==> src/rtl/byte_mux2.sv <==
// Two-initiator to one-memory-port arbiter using an enable/hold handshake.
// Round-robin in FREE, grant pinned to the owner while the memory stalls (LOCKED).
module byte_mux2 #(
  parameter int unsigned DATA_BYTE = 4,
  parameter int unsigned ADDR_SIZE = 32
) (
  input  logic                   clk_i,
  input  logic                   rst_i,
  input  logic                   aEnable_i,
  input  logic                   aIsWrite_i,
  input  logic [DATA_BYTE-1:0]   aWriteMask_i,
  input  logic [ADDR_SIZE-1:0]   aAddr_i,
  input  logic [DATA_BYTE*8-1:0] aWriteData_i,
  output logic [DATA_BYTE*8-1:0] aReadData_o,
  output logic                   aHold_o,
  input  logic                   bEnable_i,
  input  logic                   bIsWrite_i,
  input  logic [DATA_BYTE-1:0]   bWriteMask_i,
  input  logic [ADDR_SIZE-1:0]   bAddr_i,
  input  logic [DATA_BYTE*8-1:0] bWriteData_i,
  output logic [DATA_BYTE*8-1:0] bReadData_o,
  output logic                   bHold_i,
  output logic                   memEnable_o,
  output logic                   memIsWrite_o,
  output logic [DATA_BYTE-1:0]   memWriteMask_o,
  output logic [ADDR_SIZE-1:0]   memAddr_o,
  output logic [DATA_BYTE*8-1:0] memWriteData_o,
  input  logic [DATA_BYTE*8-1:0] memReadData_i,
  input  logic                   memHold_i
);

  typedef enum logic {StFree, StLocked} state_e;

  // Initiator encoding throughout: 0 = A, 1 = B.
  state_e state_q;
  logic   owner_q;
  logic   prio_q;
  logic   rd_valid_q;
  logic   rd_owner_q;

  logic grant_valid;
  logic grant_sel;
  logic accept;
  logic sel_is_write;

  always_comb begin
    grant_valid = 1'b0;
    grant_sel   = prio_q;
    unique case (state_q)
      StLocked: begin
        grant_sel   = owner_q;
        grant_valid = owner_q ? bEnable_i : aEnable_i;
      end
      StFree: begin
        if (aEnable_i && bEnable_i) begin
          grant_sel   = prio_q;
          grant_valid = 1'b1;
        end else if (aEnable_i) begin
          grant_sel   = 1'b0;
          grant_valid = 1'b1;
        end else if (bEnable_i) begin
          grant_sel   = 1'b1;
          grant_valid = 1'b1;
        end
      end
    endcase
  end

  assign sel_is_write = grant_sel ? bIsWrite_i : aIsWrite_i;
  assign accept       = grant_valid & ~memHold_i;

  always_comb begin
    memEnable_o    = 1'b0;
    memIsWrite_o   = 1'b0;
    memWriteMask_o = '0;
    memAddr_o      = '0;
    memWriteData_o = '0;
    if (grant_valid) begin
      memEnable_o    = 1'b1;
      memIsWrite_o   = sel_is_write;
      memWriteMask_o = grant_sel ? bWriteMask_i : aWriteMask_i;
      memAddr_o      = grant_sel ? bAddr_i      : aAddr_i;
      memWriteData_o = grant_sel ? bWriteData_i : aWriteData_i;
    end
  end

  assign aHold_o = aEnable_i & ~(accept & ~grant_sel);
  assign bHold_i = bEnable_i & ~(accept &  grant_sel);

  assign aReadData_o = (rd_valid_q && !rd_owner_q) ? memReadData_i : '0;
  assign bReadData_o = (rd_valid_q &&  rd_owner_q) ? memReadData_i : '0;

  always_ff @(posedge clk_i or posedge rst_i) begin
    if (rst_i) begin
      state_q    <= StFree;
      owner_q    <= 1'b0;
      prio_q     <= 1'b0;
      rd_valid_q <= 1'b0;
      rd_owner_q <= 1'b0;
    end else begin
      rd_valid_q <= accept & ~sel_is_write;
      rd_owner_q <= grant_sel;
      if (accept) begin
        state_q <= StFree;
        prio_q  <= ~grant_sel;
      end else if (grant_valid) begin
        state_q <= StLocked;
        owner_q <= grant_sel;
      end else begin
        // Covers an owner abort: release the lock, leave prio as it was.
        state_q <= StFree;
      end
    end
  end

endmodule

==> config.mk <==
export PLATFORM = sky130hd
export DESIGN_NAME = byte_mux2
export DESIGN_NICKNAME = d
export VERILOG_FILES = /design/src/rtl/byte_mux2.sv
export SDC_FILE = /design/constraint.sdc
export NUM_CORES = 1
export LEC_CHECK = 0
export CAP_MARGIN = 5
export CORE_AREA = 3 3 121 123
export DETAILED_ROUTE_END_ITERATION = 16
export DIE_AREA = 0 0 124 126
export PLACE_DENSITY = 0.57
export SYNTH_ARGS = -nofsm -noshare
export SYNTH_HDL_FRONTEND = slang
export SYNTH_SLANG_ARGS = --single-unit
==> constraint.sdc <==
create_clock -name clk_i -period 2.85 [get_ports clk_i]
set_clock_uncertainty 0.1 [all_clocks]
set_input_delay 0.285 -clock clk_i [delete_from_list [all_inputs] [get_ports clk_i]]
set_output_delay 0.285 -clock clk_i [all_outputs]
set_load 0.05 [all_outputs]
## Word level (Yosys, flattened, before mapping)

Index checks and enable logic that the tools add are counted.

| word-level totals | value |
|---|---|
| flip-flop bits (word level) | 5 |
| input port bits | 175 |
| output and inout bits | 136 |
| word-level logic and storage cells | 44 |

| cells by class | value |
|---|---|
| multiplexer cells | 21 |
| bitwise gates (word level) | 13 |
| reduce and logical (&&, ||, !) cells | 5 |

Operator list:

| kind | number |
|---|---|
| 32-bit two-way mux | 6 |
| 1-bit two-way mux | 11 |
| 4-bit two-way mux | 2 |
| 1-bit NOT | 7 |
| 1-bit AND | 6 |
| 1-bit one-hot mux with 2 select lines | 2 |
| 1-bit logical AND | 3 |
| 2-bit AND reduction | 1 |
| 1-bit zero test | 1 |

## Depth between registers and ports, before layout

Gate-level depths: netlist of run 1.

| logic depth | value |
|---|---|
| word-level depth | 8 |
| gate-level depth with buffers | 7 |
| mapped depth without buffers | 4 |

## Least setup slack after synthesis of run 1

Ideal clock, no wire load.

| path | value |
|---|---|
| path type | register -> output |
| start point | register owner_q |
| end point | output port bHold_i |
| data arrival time | 2.251 ns |
| slack | 0.214 ns |
| stages on the path, launching flop included | 5 |
| path through | dfrtp_1 -> mux2_2 -> o21ai_2 -> inv_1 -> a31oi_1 |

| between the ends | value |
|---|---|
| cells in the longest elaborated chain, start to end | 6 |
| elaborated cells between the ends (all ways) | 7 |
| those cells by class | 3 x mux; 4 x bitwise |

RTL lines:

| item | line | RTL |
|---|---|---|
| from (decl) | 36 | `logic owner_q;` |
| from (signal assigned) | 108 | `owner_q <= grant_sel;` |
| 1-bit two-way mux | 52 | `grant_valid = owner_q ? bEnable_i : aEnable_i;` |
| 1-bit one-hot mux with 2 select lines | 49 | `unique case (state_q)` |
| 1-bit AND | 70 | `assign accept = grant_valid & ~memHold_i;` |
| 1-bit AND * | 88 | `assign bHold_i = bEnable_i & ~(accept & grant_sel);` |
| 1-bit NOT * | 88 |  |
| 1-bit AND * | 88 |  |
| to (decl) | 22 | `output logic bHold_i,` |

Every way passes the cells marked *; elsewhere a longest branch is shown, timed or not.

## Final worst setup path of run 1

| path | value |
|---|---|
| start point | input port aEnable_i |
| end point | output port memWriteData_o[16] |

| between the ends | value |
|---|---|
| cells in the longest elaborated chain, start to end | 5 |
| elaborated cells between the ends (all ways) | 10 |
| those cells by class | 9 x mux; 1 x reduce/logical |

RTL lines:

| item | line | RTL |
|---|---|---|
| from (decl) | 9 | `input logic aEnable_i,` |
| 1-bit two-way mux / 1-bit logical AND (equally long branches) | 58, 55 |  |
| 1-bit two-way mux | 55 | `if (aEnable_i && bEnable_i) begin` |
| 1-bit one-hot mux with 2 select lines | 49 |  |
| 32-bit two-way mux | 83 | `memWriteData_o = grant_sel ? bWriteData_i : aWriteData_i;` |
| 32-bit two-way mux * | 78 | `if (grant_valid) begin` |
| to (decl) | 27 | `output logic [DATA_BYTE*8-1:0] memWriteData_o,` |

Marked as above.

==> results of run 1 <==
==> Yosys cell counts, types with 3 or more instances <==
| master | count |
|---|---|
| sky130_fd_sc_hd__buf_2 | 14 |
| sky130_fd_sc_hd__o21ai_1 | 20 |
| sky130_fd_sc_hd__nand3_1 | 68 |
| sky130_fd_sc_hd__clkbuf_1 | 21 |
| sky130_fd_sc_hd__buf_1 | 6 |
| sky130_fd_sc_hd__inv_1 | 6 |
| sky130_fd_sc_hd__and2_1 | 34 |
| sky130_fd_sc_hd__a21oi_1 | 70 |
| sky130_fd_sc_hd__and3_1 | 32 |
| sky130_fd_sc_hd__nor2_1 | 3 |
| sky130_fd_sc_hd__nand2_1 | 3 |
| sky130_fd_sc_hd__dfrtp_1 | 5 |
| sky130_fd_sc_hd__buf_6 | 4 |
| sky130_fd_sc_hd__o21ai_0 | 49 |
==> worst paths after layout <==
check / end / cells past startpoint
worst min-delay path: rd_valid_q$_DFF_PP0_ / 2
worst min register to register: prio_q$_DFFE_PP0N_ / 2
worst max-delay path: memWriteData_o[16] / 7
max in group asynchronous: prio_q$_DFFE_PP0N_ / 2
min in group clk_i: prio_q$_DFFE_PP0N_ / 2
worst max register to register: prio_q$_DFFE_PP0N_ / 5
==> power groups by stage <==
stage	combinational, uW	sequential (uW)	clock, uW
floorplan	1360	96.2	0
global placement	2730	102	0
detailed placement	2750	102	0
CTS	2750	102	238
global route	2860	105	241
finish	2740	101	234
==> cells by family after synthesis <==
group,synth area share
AOI/OAI and AO/OA,0.390
buffers and inverters,0.123
DFF,0.0625
muxes,0.0106
and+or+nand+nor,0.414
==> layer usage <==
metal | global-route usage | routed length, um | vias up
met5 | 0 | 0 | -
met4 | 0.0367 | 258 | 0
met1 | 0.200 | 5260 | 1778
met3 | 0.0314 | 1040 | 18
li1 | - | - | 1843
met2 | 0.316 | 7740 | 166
==> flip-flops by register name (all words and copies together) (netlist names) <==
register,count
rd_valid_q,1
owner_q,1
rd_owner_q,1
state_q,1
prio_q,1
==> cell type report <==
cell class,instances,area share
multi-input combinational,298,0.258
inverter,6,0.00354
sequential,5,0.0197
timing repair buffer,323,0.671
tap,180,0.0354
clock buffer,4,0.0124
==> metrics by stage <==
stage / util / hold slack (ps)
finish: 0.462 / 157
global route: 0.462 / 196
CTS: 0.462 / 163
detailed placement: 0.456 / 407
global placement: 0.456 / 394
floorplan: - / -36.5
==> critical path, cell delays in order <==
cell and delay [ps]:
sky130_fd_sc_hd__clkdlybuf4s50_1 490, sky130_fd_sc_hd__nand2b_2 270, sky130_fd_sc_hd__a211oi_4 320, sky130_fd_sc_hd__buf_12 280
sky130_fd_sc_hd__o21ai_0 110, sky130_fd_sc_hd__a21oi_1 370, sky130_fd_sc_hd__buf_12 190
==> out/results.txt, run 1 <==
Switching fraction of total power: 0.513. The count of cells in the finished layout, fillers not included, comes to 816. In this run the critical register-to-register path is launched from owner_q$_DFFE_PP0P_. The finished cells cover 6360 sq um. The analysis attributes to cell leakage a power of 0.00257 uW. In this run, synthesis produced a sequential element count of 5. The die is 124 um wide. The core region area is 13800 sq um. After detailed placement, the design holds a cell count of 812.

The period utilization is 0.957, and the instance area after placement is 6280 sq um. In the post-route analysis, the smallest setup slack over all paths is 123 ps. The post-synthesis average cell area was 5.64 sq um. Startpoint type of the worst setup path: an input port.

The sort of element at the end of the critical path was a primary output. The final max-slew violation count is 0. The run gives 125 sq um as the register cell area after layout. Clock tree synthesis selected as its root buffer the cell sky130_fd_sc_hd__clkbuf_16.

The worst hold path belongs to the class in -> async. For the switching component of the power, the log shows 1580 uW. Setup repair after global routing left no endpoint under its margin. The number of DRC markers in iteration 0 is 262. The relative slew slack came out at 0.621. For the maximum buffer depth of the clock tree, the log shows 2. Buffers inserted during clock tree synthesis total 3. Counting every instance in the synthesized netlist gives 355.

The proportion of layout cells with a drive suffix above 1 was 0.203. At the worst endpoint, the arrival time is 2340 ps. The repair_antennas step left the layout with diodes totalling 0. After clock tree synthesis, the flow added hold-fix buffers numbering 0. Cell internal power was estimated by the tool at 1500 uW.

The later pin in the worst-skew pair is clocked with a latency of 230 ps. The top cell types in the final layout, fill and taps aside, are sky130_fd_sc_hd__clkdlybuf4s50_1 (206), sky130_fd_sc_hd__buf_12 (106), sky130_fd_sc_hd__a21oi_1 (70). By area the synthesized netlist is led by sky130_fd_sc_hd__a21oi_1 (18%), sky130_fd_sc_hd__nand3_1 (17%), sky130_fd_sc_hd__o21ai_0 (12%). The floorplan step defined a die boundary enclosing 15600 sq um. The first TritonRoute pass finished after 5 iterations. For this design the ratio of total power to cell area is 483 nW/um^2. The total grt overflow was 0; the number of remaining DRC errors was 0.

Across the run, the number of max-cap violations was 0. Summing over every cut layer, the via total after detailed routing is 3805. The logs give 0 for the number of warnings printed during yosys synthesis and 0.891 for the portion of total power attributed to combinational logic. Routability-driven placement finished with a final weighted congestion of 0.883.

Minimum period implied by the final worst setup slack: 2730 ps. The transition time at the pin with the least slew margin is 566 ps. The number of nets in the layout is 812. The completed layout was analyzed and its total power is 3070 uW.

TritonCTS built the clock tree. Number of synthesized flops with an enable pin: 0. The run gives 0 as the number of post-CTS setup repair buffers.

The first-pass GRT wire length was 21.1 mm. The cell area after synthesis is 2000 sq um. For the post-synthesis net count, the log shows 530.

For this block, the routed nets add up to 14.3 mm of wire. The run gives 43 as the placement row count. For the maximum achievable frequency, the log shows 367 MHz.

OpenSTA, run right after detailed placement, puts the worst setup slack at 163 ps. For the endpoint required time on the critical path, the log shows 2470 ps. The initial cell density of the core came out at 0.145. The first element of the critical path is aEnable_i. The global router's overall resource usage was 0.170. The tools report the number of endpoints with negative hold slack in the final report as 0.

In this run the register-to-register setup slack is 1210 ps. For the number of filler cells placed in the layout, the log shows 1350. The count of instances resized after the clock tree is built is 0, and the die outline height is 126 um. Number of antenna-violating nets in the routed design: 0.

For the CTS H-tree depth, the log shows 1. Leaving out fill and tap cells, the most frequent cell in the layout is sky130_fd_sc_hd__clkdlybuf4s50_1. Entering global routing, the biggest net connects 60 pins. The fraction of synthesis flops using an asynchronous set or reset pin was 1.00; the sequential fraction of the synthesis area was 0.0625.

In the routed layout, each cell is associated on average with a via count of 4.66. 311 I/O pins were placed. The critical path is of the in -> out type. For the number of clock sinks, the log shows 5. The flow ran to the end, and the final reports show no timing, DRC or antenna violations. In the final routed layout, each cell accounts on average for 17.5 um. The portion of total power attributed to the clock network is 0.076.

Along the worst path, the maximum fanout reaches 59. Quantity of I/O buffers inserted on ports: 310. Summing all multi-input logic gate instances after layout gives 1640 sq um. The power share of the sequential group came out at 0.033. The worst voltage drop across the vdd grid came out at 0.000215 V. For the initial antenna violation count, the log shows 0. Compared with the post-synthesis result, the final layout area differs by 218%.

For this run, the leading register cell type out of synthesis is sky130_fd_sc_hd__dfrtp_1. The run gives 11.5 mm as the post-DP HPWL. Share of the synthesized area in the top cell type: 0.175.

The number of endpoints failing setup at the final stage is 0, and the number of distinct standard cells referenced by the synthesized netlist is 31. Of all cell types, the one taking the most synthesized area is sky130_fd_sc_hd__a21oi_1. After clock tree synthesis, the clock-pin slew on the worst setup and hold paths is 30 ps. The number of global-route vias before repair is 3728, and the summed negative setup slack over all endpoints is 0 ps.
Power figures use the tool's default switching activity.
==> run 2: changes to the inputs <==
--- a/config.mk
+++ b/config.mk
@@ -6,10 +6,11 @@
 export NUM_CORES = 1
 export LEC_CHECK = 0
 export CAP_MARGIN = 5
-export CORE_AREA = 3 3 121 123
+export CORE_AREA = 3 3 119 121
+export CTS_BUF_LIST = sky130_fd_sc_hd__clkbuf_16
 export DETAILED_ROUTE_END_ITERATION = 16
-export DIE_AREA = 0 0 124 126
-export PLACE_DENSITY = 0.57
+export DIE_AREA = 0 0 122 124
+export PLACE_DENSITY = 0.58
 export SYNTH_ARGS = -nofsm -noshare
 export SYNTH_HDL_FRONTEND = slang
 export SYNTH_SLANG_ARGS = --single-unit
==> constraint.sdc (replaced) <==
create_clock -name clk_i -period 3.05 [get_ports clk_i]
set_clock_uncertainty 0.1 [all_clocks]
set_input_delay 0.305 -clock clk_i [delete_from_list [all_inputs] [get_ports clk_i]]
set_output_delay 0.305 -clock clk_i [all_outputs]
set_load 0.05 [all_outputs]
==> out/results.txt, run 2 (synthesis gave the netlist of run 1 again) <==
The hold buffer count at cts was 0 (unchanged); the transition time at the pin with the least slew margin was 545 ps (-21.1 ps). Reg-to-reg critical path endpoint: prio_q$_DFFE_PP0N_. The number of top-level design ports was 311 (unchanged).

Clock tree synthesis selected as its root buffer the cell sky130_fd_sc_hd__clkbuf_16. The summed negative setup slack over all endpoints was 0 ps (unchanged); the number of vias in the routed layout was 3808 (+0.079%). The worst voltage drop across the vdd grid is 0.000253 V (+18%). The number of antenna-violating nets in the routed design was 0 (unchanged); the max-capacitance violation count was 0 (unchanged). For the clock network latency to the later pin of the worst-skew pair, the log shows 230 ps (about the same). The relative slew slack is 0.637 (+0.0154).

The run gives 0 (unchanged) as the count of instances resized after the clock tree is built. The quantity of I/O buffers inserted on ports works out to 310 (unchanged). The proportion of layout cells with a drive suffix above 1 was 0.203 (-0.000318); the total grt overflow was 0 (unchanged). The final max-slew violation count is 0 (unchanged).

In this run the critical register-to-register path is launched from owner_q$_DFFE_PP0P_. The tools report the sort of element at the end of the critical path as a primary output. The worst hold path class is in -> async. Number of search-and-repair iterations in the first detailed-routing pass: 4 (-1). The run gives 42 (-2.3%) as the placement row count. The logs give 0 (unchanged) for the number of endpoints with negative hold slack in the final report and 0.152 (+0.00642) for the initial cell density of the core.

The horizontal extent of the die is 122 um (-1.6%), and the area overhead of the layout relative to synthesis is 217%. The power density normalized to cell area came out at 453 nW/um^2 (-6.2%). The period utilization was 0.919.

The global router's overall resource usage was 0.167 (-0.00289); the maximum achievable frequency was 357 MHz. The tools report the number of filler cells placed in the layout as 1269 (-6.0%). In the layout the commonest cells are sky130_fd_sc_hd__clkdlybuf4s50_1 (207), sky130_fd_sc_hd__buf_12 (104), sky130_fd_sc_hd__a21oi_1 (70).

The flow ran to the end, and the final reports show no timing, DRC or antenna violations. For the utilization after layout, the log shows 0.481 (+0.0195). Number of clock sinks: 5 (unchanged).

The final RePlAce weighted congestion was 0.835 (-5.4%). The final routed wirelength across all metal layers was 14.3 mm (+0.24%). For the core region area, the log shows 13200 sq um (-4.2%). The CTS H-tree depth is 1 (unchanged), and the number of remaining DRC errors is 0 (unchanged). The tools report the number of DRC markers in iteration 0 as 259 (-1.1%). For the number of clock buffers inserted by TritonCTS, the log shows 3 (unchanged). For the finished layout, the period the worst path requires is 2800 ps.

The maximum fanout count along the critical path works out to 50 (-15%). The tools report the static leakage power as 0.00257 uW (about the same). The startpoint type of the worst setup path was an input port. The tools report the number of nets in the layout as 813 (+0.12%). For the diode insertion count for antenna repair, the log shows 0 (unchanged). The routed wire length per instance came out at 17.6 um (+0.61%).

For the post-DP HPWL, the log shows 11.3 mm (-1.5%). The logs give 0 (unchanged) for the initial antenna violation count and 20.3 mm (-3.6%) for the first-pass GRT wire length. The floorplan die area came out at 15100 sq um (-3.2%). The worst setup path is of the in -> out kind. The number of post-CTS setup repair buffers was 0 (unchanged). The minimum setup slack among reg-to-reg paths was 1360 ps (+150 ps). Setup repair after global routing left no endpoint under its margin. The logs give 0 (unchanged) for the number of endpoints failing setup at the final stage and 2640 ps (+170 ps) for the endpoint required time on the critical path. The tools report the pin count of the biggest net entering global routing as 51 (-15%). Leaving out fill and tap cells, the most frequent cell in the layout is sky130_fd_sc_hd__clkdlybuf4s50_1. The tools report the number of global-route vias before repair as 3715 (-0.35%). The arrival time at the worst endpoint was 2400 ps (+60 ps).

The clock edge transition at the registers on the reported setup and hold paths is 30 ps (about the same), and the maximum buffer depth of the clock tree is 2 (unchanged). TritonCTS built the clock tree. The die outline height was 124 um (-1.6%). The depth of the worst register-to-register path was 5 (unchanged). The detailed-route vias per instance is 4.68 (+0.45%).
-- run 2: where the power goes --
group	internal (uW)	total (uW)	switching [uW]
clock network	170	219	48.9
registers	78.7	101	22.4
logic	1140	2560	1410
-- run 2: final cells by class --
type / instances / area (sq um) / share of cell area
repair buffers: 324 / 4250 / 0.670
clock inverters: 1 / 3.75 / 0.000591
well taps: 176 / 220 / 0.0347
clock buffers: 3 / 75.1 / 0.0118
inverters: 6 / 22.5 / 0.00355
flip-flops and latches: 5 / 125 / 0.0197
multi-input cells: 298 / 1650 / 0.260
-- run 2: worst max-delay path by stage --
stage | start | to | depth (start not counted)
6_report | bEnable_i | memWriteData_o[23] | 7
5_1_grt | aEnable_i | memWriteData_o[23] | 7
3_5_place_dp | aEnable_i | memWriteData_o[23] | 7
3_3_place_gp | aEnable_i | memWriteData_o[23] | 7
4_1_cts | aEnable_i | memWriteData_o[23] | 7
2_1_floorplan | owner_q$_DFFE_PP0P_ | bHold_i | 4
-- run 2: critical path: stages --
cell and delay, ps:
sky130_fd_sc_hd__clkdlybuf4s50_1 620, sky130_fd_sc_hd__nand2b_2 160, sky130_fd_sc_hd__a211oi_4 320, sky130_fd_sc_hd__buf_12 260
sky130_fd_sc_hd__o21ai_0 110, sky130_fd_sc_hd__a21oi_1 410, sky130_fd_sc_hd__buf_12 200
-- run 2: per-stage QoR --
step	total power (uW)	instances	hold slack [ps]	area, sq um	setup slack (ps)
after floorplan	1360	355	-16.5	2000	394
after global placement	2640	809	417	6260	233
after detailed placement	2660	809	410	6260	181
after CTS	2890	813	172	6340	155
after global routing	2990	813	204	6350	115
final	2880	813	169	6350	247
-- run 2: layer usage --
metal | up-vias | wire length [um] | global-route usage | share of wire
met3 | 21 | 882 | 0.0232 | 0.062
met5 | - | 0 | 0 | 0
li1 | 1847 | - | - | -
met2 | 170 | 7550 | 0.315 | 0.53
met4 | 0 | 297 | 0.0469 | 0.021
met1 | 1770 | 5610 | 0.197 | 0.39
==> RTL change 1 (settings of run 2) <==
Set the parameter `DATA_BYTE` to 3 (it was 4).
--- a/src/rtl/byte_mux2.sv
+++ b/src/rtl/byte_mux2.sv
@@ -3,3 +3,3 @@
 module byte_mux2 #(
-  parameter int unsigned DATA_BYTE = 4,
+  parameter int unsigned DATA_BYTE = 3,
   parameter int unsigned ADDR_SIZE = 32
Ports: changed (9 resized); port bits go from 311 to 260. No check against the original RTL was run, so the function may have changed too.
==> RTL change 1 against run 2 <==
Global-route usage down 3.1 points; combinational power down 19%; sequential cell count unchanged; die area unchanged; wire length down 21%; core utilization down 9.5 points; count of clock-buffer cells in the layout unchanged; critical path depth unchanged; register-to-register slack better by 0.06 ns; synthesized area down 15%; total power down 16%; setup slack better by 0.081 ns; design area down 20%; critical endpoint is now memAddr_o[10].
==> RTL change 1: results <==
[clock_network]
clock_path_buffers = 2
cts_buffers = 3
clk_latency_ns = 0.23
clk_pin_slew_ns = 0.03
root_buffer = "clkbuf_16"
cts_resized = 0

[timing]
hold_viol_final = 0
tightest_slew_ns = 0.638

[final_layout]
diodes = 0
nets = 688
drive_above_1_share_pct = 19.9

[logic_synthesis]
synth.area.top_cells = "a21oi_1 (18%), nand3_1 (17%), o21ai_0 (15%), and2_1 (9.2%), and3_1 (8.8%)"
synthAdderAreaFrac_pct = 0
yosysUniqueCellTypes = 31
yosysSeqAreaShare_pct = 7.34
synth.area.mux_share_pct = 1.25
yosys_warnings = 0
synthArstFlopShare_pct = 100
synth_compound_area_share_pct = 40.0
syn_nets = 453
synth_common_cells = "a21oi_1 (61), nand3_1 (59), o21ai_0 (50)"

[global_route]
track_usage_pct = 13.6
grt_pass1_vias = 3099
grt_max_degree = 44
antenna_found_initial = 0
grt_pass1_wl_mm = 16.6

[setup_path]
rrSetupSlack_ns = 1.42
regToRegStartpoint = "owner_q$_DFFE_PP0P_"
crit_fanout = 36
worstSetupEndpoint = "memAddr_o[10]"
critPathArrivalTime_ns = 2.32

[pwr]
ir_drop_mv = 0.202
leakagePower_uw = 0.00210

[placement]
gp_congestion = 0.830
portBuffers = 259
hpwlAfterDp_mm = 9.09

[detailed_routing]
viasPerCell = 4.46
drt-initial-drc-count = 159
dr.pass1.iters = 4
wl_per_cell_um = 15.8

[outcome]
status = "complete, no violations"
-- RTL change 1: cell count changes in the layout (fill, tap and decap cells not counted), sizes merged --
cell	before	now
and3	32	24
and2	34	26
clkdlybuf4s50	207	172
o21ai	70	61
buf	117	96
nand3	68	59
a21oi	70	61
-- RTL change 1: area by class of cell --
cell class	instances	area (um^2)
fill	1360	8100
timing repair buffer	268	3240
multi-input combinational	255	1400
tap	176	220
sequential	5	125
clock buffer	3	75.1
inverter	6	22.5
clock inverter	1	3.75
-- RTL change 1: per-layer routing --
layer	global-route usage, %	vias to the layer above	part of all wire, %
met5	0	-	0
met4	2.38	0	0.84
met3	3.77	9	11
met2	25.5	161	50
met1	15.4	1452	38
li1	-	1566	-
-- RTL change 1: report_power, final --
part	switching, uW	total, uW	internal [uW]
clock network	44.6	215	170
logic	1160	2080	925
registers	39.4	118	78.4
total	1240	2420	1170
-- RTL change 1: per-stage QoR --
| step | cells | hold slack [ns] | cell area [um^2] | util, % | worst slack [ns] |
|---|---|---|---|---|---|
| 2_1_floorplan | 304 | -0.0165 | 1700 | - | 0.389 |
| 3_3_place_gp | 710 | 0.415 | 5010 | 38.0 | 0.412 |
| 3_5_place_dp | 710 | 0.415 | 5010 | 38.0 | 0.335 |
| 4_1_cts | 714 | 0.173 | 5090 | 38.6 | 0.327 |
| 5_1_grt | 714 | 0.187 | 5090 | 38.6 | 0.179 |
| 6_report | 714 | 0.168 | 5090 | 38.6 | 0.328 |
-- RTL change 1: critical path, stage by stage --
cell and delay (ns):
clkdlybuf4s50_1 0.61, nand2b_2 0.15, a211oi_4 0.28, buf_4 0.36, o21ai_0 0.12, a21oi_1 0.29
buf_12 0.18
==> RTL change 2 (flow settings as in run 2) <==
Made on the original files. Add an input register stage for `memReadData_i`, without a reset; this delays it by one clock. The other inputs are not delayed to match.
--- a/src/rtl/byte_mux2.sv
+++ b/src/rtl/byte_mux2.sv
@@ -32,2 +32,8 @@
   typedef enum logic {StFree, StLocked} state_e;
+
+  logic [DATA_BYTE*8-1:0] memReadData_q;
+
+  always_ff @(posedge clk_i) begin
+    memReadData_q <= memReadData_i;
+  end
 
@@ -89,4 +95,4 @@
 
-  assign aReadData_o = (rd_valid_q && !rd_owner_q) ? memReadData_i : '0;
-  assign bReadData_o = (rd_valid_q &&  rd_owner_q) ? memReadData_i : '0;
+  assign aReadData_o = (rd_valid_q && !rd_owner_q) ? memReadData_q : '0;
+  assign bReadData_o = (rd_valid_q &&  rd_owner_q) ? memReadData_q : '0;
 
Function: changed (a bounded check fails within 4 cycles, from zero or initial values and one cycle with rst_i high).
==> RTL change 2 against run 2 <==
Hold slack got worse by 0.046 ns; sequential cell count up 32; via count increased by 5.8%; synthesized area is 35% higher; design area up 13%; wire length grew 6.5%; critical endpoint is now memWriteData_o[14]; total power is 34% higher; largest power group unchanged; setup slack lost 0.023 ns.
==> RTL change 2: results <==
[outcome]
status = "complete, no violations"

[global_route]
track_usage_pct = 18.4
grt_pass1_wl_mm = 21.9
grt_max_degree = 70
grt_pass1_vias = 3940

[clock_network]
clk_pin_slew_ns = 0.06
clk_latency_ns = 0.28
cts_buffers = 5
htreeDepth = 2

[detailed_routing]
viasPerCell = 4.77
wl_mm = 15.3
wl_per_cell_um = 18.1
drt-initial-drc-count = 156

[logic_synthesis]
yosysUniqueCellTypes = 32
yosysSeqAreaShare_pct = 28.4
synth.area.top_cells = "dfxtp_1 (24%), nand3_1 (13%), a21oi_1 (11%), o21ai_0 (9.3%), and2_1 (7.9%)"
synthArstFlopShare_pct = 13.5
syn_nets = 563
yosys_most_used_dff = "dfxtp_1"

[placement]
hpwlAfterDp_mm = 12.1
place_inst = 837
gp_congestion = 0.817

[final_layout]
top_register = "memReadData_q"
fillers = 1181
nets = 843
drive_above_1_share_pct = 20.8

[setup_path]
r2r-end = "rd_valid_q$_DFF_PP0_"
rrSetupSlack_ns = 1.21
crit_fanout = 28
crit_path_max_incr_delay_ns = 0.60
critPathArrivalTime_ns = 2.42
r2r_cells = 4

[pwr]
ir_drop_mv = 0.257
leakagePower_uw = 0.00289

[timing]
max-slew-margin-rel_pct = 42.1
## RTL change 2: how the worst max path moves through the flow
stage                              end              start  cells past startpoint
CTS                 memWriteData_o[14]          aEnable_i                      7
detailed placement  memWriteData_o[14]          aEnable_i                      7
finish              memWriteData_o[14]          aEnable_i                      7
floorplan                      bHold_i  state_q$_DFF_PP0_                      5
global route        memWriteData_o[12]          aEnable_i                      7
global placement    memWriteData_o[20]          aEnable_i                      7
## RTL change 2: area by class of cell
class	count	area share, %
Timing Repair Buffer	319	59.7
Multi-Input combinational cell	299	23.9
Sequential cell	37	10.7
Tap cell	176	3.08
Clock buffer	5	1.75
Clock inverter	3	0.543
Inverter	6	0.315
## RTL change 2: power breakdown
| group | internal (uW) | switching (uW) |
|---|---|---|
| registers | 520 | 49.7 |
| clock network | 380 | 179 |
| logic | 1230 | 1510 |
| total | 2130 | 1730 |
## RTL change 2: per-layer routing
layer | wire length [um] | track usage (%)
met1 | 5460 | 20.2
met2 | 7930 | 33.4
met5 | 0 | 0
met3 | 1520 | 5.99
met4 | 346 | 6.23
## RTL change 2: cell families after synthesis
family / synth area share [%]
AOI/OAI and AO/OA: 30.9
and+or+nand+nor: 31.7
buffers and inverters: 9.04
DFF: 28.4
## RTL change 2: metrics by stage
stage	utilization, %	hold WS, ns	total power [uW]	cell area (um^2)	setup WS [ns]
final	54.2	0.123	3860	7140	0.224
after global routing	54.2	0.138	4030	7140	0.107
after CTS	54.2	0.122	3900	7140	0.206
after detailed placement	52.9	0.416	3330	6980	0.225
after global placement	52.9	0.421	3310	6980	0.288
after floorplan	-	-0.0165	1920	2700	0.630
## RTL change 2: worst register-to-register path, delay by kind of cell (launching register included)
kind             cells  cell delay, ns
AND/OR/NAND/NOR      2            0.59
AO/OA/AOI/OAI        2            0.57
flip-flops           1            0.49
